`src/rtl/math_arbiter.sv`:
```
// math_arbiter
// Shares one WIDTH-bit add/subtract datapath between two requesters.
// A round-robin arbiter grants one requester in IDLE, its operands are
// captured, the operation runs in EXEC, and DONE returns to IDLE, giving
// one operation every three cycles.
//
// Ports
//   i_clock            system clock, rising edge
//   i_reset_n          asynchronous active-low reset
//   i_req0/i_req1      level requests, sampled only in IDLE
//   i_op0/i_op1        0 = A+B, 1 = A-B
//   i_a0,i_b0/i_a1,i_b1  operands per requester
//   o_gnt0/o_gnt1      one-cycle pulse: operands captured
//   o_done0/o_done1    one-cycle pulse: result valid for that requester
//   o_result           last result, held until the next computation
//   o_carry            add: carry-out; sub: 1 = no borrow (A >= B)
//   o_zero             result == 0
//   o_busy             high in EXEC and DONE
module math_arbiter #(
  parameter int WIDTH = 4
) (
  input  logic             i_clock,
  input  logic             i_reset_n,
  input  logic             i_req0,
  input  logic             i_req1,
  input  logic             i_op0,
  input  logic             i_op1,
  input  logic [WIDTH-1:0] i_a0,
  input  logic [WIDTH-1:0] i_b0,
  input  logic [WIDTH-1:0] i_a1,
  input  logic [WIDTH-1:0] i_b1,
  output logic             o_gnt0,
  output logic             o_gnt1,
  output logic             o_done0,
  output logic             o_done1,
  output logic [WIDTH-1:0] o_result,
  output logic             o_carry,
  output logic             o_zero,
  output logic             o_busy
);

  typedef enum logic [1:0] {S_IDLE, S_EXEC, S_DONE} state_t;

  state_t           r_state, w_state_nxt;
  logic             w_grant, w_sel;
  logic [WIDTH-1:0] r_a, r_b;
  logic             r_op, r_owner;
  logic             r_prio;   // requester favoured on a tie
  logic             r_gnt0, r_gnt1, r_done0, r_done1, r_busy;
  logic [WIDTH-1:0] r_result;
  logic             r_carry, r_zero;
  logic [WIDTH-1:0] w_b_eff;
  logic [WIDTH:0]   w_sum;

  always_comb begin
    w_state_nxt = r_state;
    w_grant     = 1'b0;
    w_sel       = 1'b0;
    case (r_state)
      S_IDLE: begin
        if (i_req0 | i_req1) begin
          w_grant     = 1'b1;
          // a lone request wins outright; a tie goes to the pointer
          w_sel       = (i_req0 & i_req1) ? r_prio : i_req1;
          w_state_nxt = S_EXEC;
        end
      end
      S_EXEC:  w_state_nxt = S_DONE;
      S_DONE:  w_state_nxt = S_IDLE;
      default: w_state_nxt = S_IDLE;
    endcase
  end

  // Subtraction as A + ~B + 1 so the carry-out reads as "no borrow".
  assign w_b_eff = r_op ? ~r_b : r_b;
  assign w_sum   = {1'b0, r_a} + {1'b0, w_b_eff} + {{WIDTH{1'b0}}, r_op};

  always_ff @(posedge i_clock or negedge i_reset_n) begin
    if (!i_reset_n) begin
      r_state  <= S_IDLE;
      r_a      <= '0;
      r_b      <= '0;
      r_op     <= 1'b0;
      r_owner  <= 1'b0;
      r_prio   <= 1'b0;
      r_gnt0   <= 1'b0;
      r_gnt1   <= 1'b0;
      r_done0  <= 1'b0;
      r_done1  <= 1'b0;
      r_busy   <= 1'b0;
      r_result <= '0;
      r_carry  <= 1'b0;
      r_zero   <= 1'b0;
    end else begin
      r_state <= w_state_nxt;
      r_gnt0  <= w_grant & ~w_sel;
      r_gnt1  <= w_grant &  w_sel;
      r_busy  <= (w_state_nxt != S_IDLE);
      if (w_grant) begin
        r_a     <= w_sel ? i_a1  : i_a0;
        r_b     <= w_sel ? i_b1  : i_b0;
        r_op    <= w_sel ? i_op1 : i_op0;
        r_owner <= w_sel;
        r_prio  <= ~w_sel;
      end
      r_done0 <= (r_state == S_EXEC) & ~r_owner;
      r_done1 <= (r_state == S_EXEC) &  r_owner;
      if (r_state == S_EXEC) begin
        r_result <= w_sum[WIDTH-1:0];
        r_carry  <= w_sum[WIDTH];
        r_zero   <= (w_sum[WIDTH-1:0] == '0);
      end
    end
  end

  assign o_gnt0   = r_gnt0;
  assign o_gnt1   = r_gnt1;
  assign o_done0  = r_done0;
  assign o_done1  = r_done1;
  assign o_result = r_result;
  assign o_carry  = r_carry;
  assign o_zero   = r_zero;
  assign o_busy   = r_busy;

endmodule

```
`config.mk`:
```
export PLATFORM = sky130hd
export DESIGN_NAME = math_arbiter
export DESIGN_NICKNAME = d
export VERILOG_FILES = /design/src/rtl/math_arbiter.sv
export SDC_FILE = /design/constraint.sdc
export NUM_CORES = 1
export LEC_CHECK = 0
export CAP_MARGIN = 20
export CORE_MARGIN = 2
export CORE_UTILIZATION = 43
export DETAILED_ROUTE_END_ITERATION = 12
export GPL_TIMING_DRIVEN = 1
export PLACE_DENSITY = 0.83
export SLEW_MARGIN = 5
export SYNTH_ARGS = -nofsm -noshare
export SYNTH_HDL_FRONTEND = slang
export SYNTH_SLANG_ARGS = --single-unit
```
`constraint.sdc`:
```
create_clock -name i_clock -period 1.95 [get_ports i_clock]
set_clock_uncertainty 0.05 [all_clocks]
set_input_delay 0.4875 -clock i_clock [delete_from_list [all_inputs] [get_ports i_clock]]
set_output_delay 0.4875 -clock i_clock [all_outputs]
set_load 0.01 [all_outputs]
```
==> results.json <==
{
  "yosysSeqAreaShare": 0.573,
  "r2r_end": "o_zero",
  "place_hpwl_um": 1580,
  "grt_usage": 0.173,
  "routed_via_density": 5.37,
  "regArea_um2": 602,
  "syn_nets": 112,
  "cp_num_cells": 6,
  "dp_slack_ns": -0.0505,
  "antenna_found_initial": 0,
  "drc": 0,
  "grt_max_degree": 25,
  "critPathMaxStageDelay_ns": 0.47,
  "synth_edf_count": 0,
  "period_share": 0.957,
  "worstPathBufferInverterCount": 0,
  "multi_input_area_um2": 387,
  "num-nets-final": 148,
  "num_vias": 800,
  "cts.sinks": 24,
  "reg2regPathDepth": 6,
  "cp-start-kind": "register",
  "synth_cell_types": 22,
  "clock_path_buffers": 2,
  "rows": 17,
  "max-vdd-ir-drop_mv": 0.940,
  "cts_tree": "built",
  "clk_pin_slew_worst_paths_ns": 0.13,
  "fp.dieH_um": 53.4,
  "crit_family": "compound AO/OA/AOI/OAI gates",
  "routabilityCongestion": 0.697,
  "n_antenna_cell": 0,
  "hp-class": "reg2reg",
  "arrival_ns": 2.07,
  "die_w_um": 53.4,
  "r2r_start": "r_op",
  "syn_inst": 86,
  "synthTopCellsByArea": "dfrtp_1 (57%), a222oi_1 (8.6%), xor2_1 (4.2%)",
  "drt-wirelength-per-cell_um": 14.2,
  "leakage_nw": 0.711,
  "drv_cap": 0,
  "critPathLaunch": "r_op",
  "critical_path_class": "reg2reg",
  "synth_flop_cell": "dfrtp_1",
  "grt_pass1_wl_um": 3440,
  "fmax_mhz": 536,
  "cp.required_ns": 2.15,
  "synthTopCellsByCount": "dfrtp_1 (24), inv_1 (11), a222oi_1 (9)",
  "overflow": 0,
  "grt_pass1_vias": 782,
  "ys_ff_latch": 24,
  "fillers": 197,
  "layout-drive-gt1-share": 0.0992,
  "setup.worst_path.end": "o_zero",
  "fin_ws_ns": 0.0835,
  "async_flop_share": 1.00,
  "power_density_nw_per_um2": 1760,
  "syn_to_final_growth_pct": 39.4,
  "end_kind": "register",
  "cts_root_buf": "clkbuf_4",
  "post-route-min-period_ns": 1.87,
  "drt-initial-drc-count": 43,
  "tightest_slew_ns": 0.428,
  "use_met3": 0.0169,
  "hold_viol": 0,
  "whs_ns": 0.429,
  "coreArea_um2": 2250,
  "grt.busiest_layer": "met2",
  "gr-usage-met2": 0.309,
  "critical-path-slowest-cell": "dfrtp_2",
  "final-setup-viol-count": 0,
  "syn_area_per_cell_um2": 12.2,
  "yosys_warnings": 0,
  "yosys.cell_count.top_type": "dfrtp_1",
  "cp_common_cell": "xor2_1",
  "h-tree-depth": 1,
  "rsz0062_at_grt": "false",
  "netlist.area_leader.share": 0.573,
  "slew_headroom": 0.715,
  "cts_buffers": 3,
  "cp_max_fo": 5,
  "start_util": 0.464,
  "dieArea_um2": 2850,
  "ios": 33,
  "netlist_area_um2": 1050,
  "yosysTopAreaCell": "dfrtp_1",
  "grt_util_met1": 0.203,
  "slew_violations": 0,
  "r2r_slack_ns": 0.08,
  "hold_buffers": 0,
  "dr.pass1.iters": 6,
  "antenna_left": 0,
  "port_buffers": 32,
  "wirelength_um": 2110,
  "clock_latency_ns": 0.31,
  "worstPathCellList": "xor2_1 > ha_1 > a21o_1 > a31oi_4 > xor2_1 > a32o_1",
  "status": "complete, no violations",
  "postCtsSetupRepairBufs": 0
}
cells by family (layout without fill, tap and decap cells):
| logic type | Yosys count | in the layout | synth area share |
|---|---|---|---|
| compound gates | 19 | 19 | 0.161 |
| xor+xnor | 6 | 6 | 0.0502 |
| fa+ha+maj | 4 | 4 | 0.0550 |
| buf+inv | 15 | 50 | 0.0573 |
| flops | 24 | 24 | 0.573 |
| mux | 3 | 3 | 0.0358 |
| simple gates | 15 | 15 | 0.0669 |
worst min-delay path by stage:
stage                     slack (ns)  cells past startpoint      end  startpoint
after floorplan                 0.14                      0   o_busy   i_reset_n
after global placement          0.40                      1  o_done0     r_owner
after detailed placement        0.42                      1  o_done0     r_owner
after CTS                       0.44                      1  o_done0     r_owner
after global routing            0.46                      1  o_done0     r_owner
final                           0.43                      1  o_done0     r_owner
state kept, by name (all words and copies together) (netlist names):
signal    flops
r_state       2
o_done1       1
r_owner       1
o_gnt1        1
o_zero        1
o_carry       1
r_b           4
o_result      4
r_prio        1
o_done0       1
r_a           4
o_busy        1
o_gnt0        1
r_op          1
stage by stage:
step	setup TNS, ns	instances	total power [mW]	area [µm²]	utilization
after floorplan	0	86	1.80	1050	-
after global placement	0	145	2.16	1410	0.624
after detailed placement	-0.0897	145	2.22	1410	0.624
after CTS	0	149	2.59	1460	0.647
after global routing	0	149	2.77	1460	0.648
final	0	149	2.57	1460	0.648
area by class of cell:
type / count / share of cell area
well taps: 28 / 0.0240
flip-flops and latches: 24 / 0.412
repair buffers: 35 / 0.235
multi-input cells: 47 / 0.265
clock buffers: 3 / 0.0154
inverters: 11 / 0.0283
clock inverters: 1 / 0.0206
placed cells by master (no fill, tap or decap), types with 2 or more instances in the layout:
cell / count
clkdlybuf4s50_1: 32
dfrtp_1: 23
inv_1: 11
a222oi_1: 9
xor2_1: 5
nand2_1: 5
nor2_1: 4
o21ai_0: 4
a21o_1: 3
ha_1: 3
clkbuf_4: 3
buf_4: 3
nand2b_1: 2
and3_1: 2
mux2_2: 2
where the power goes:
| part | leakage (nW) | switching [mW] | internal, mW |
|---|---|---|---|
| clock | 0.0279 | 0.146 | 0.208 |
| combinational | 0.384 | 0.645 | 0.691 |
| sequential | 0.299 | 0.150 | 0.729 |
timing repair:
item,CTS,global route
resized for setup,0,1
endpoints found under the setup margin,0,2
hold endpoints to repair,0,0
per-layer routing:
metal | wire (µm) | part of all wire
met3 | 117 | 0.055
met2 | 1080 | 0.51
met4 | 21 | 0.0099
met5 | 0 | 0
met1 | 889 | 0.42
No activity file was read; power rests on OpenSTA's default activity.
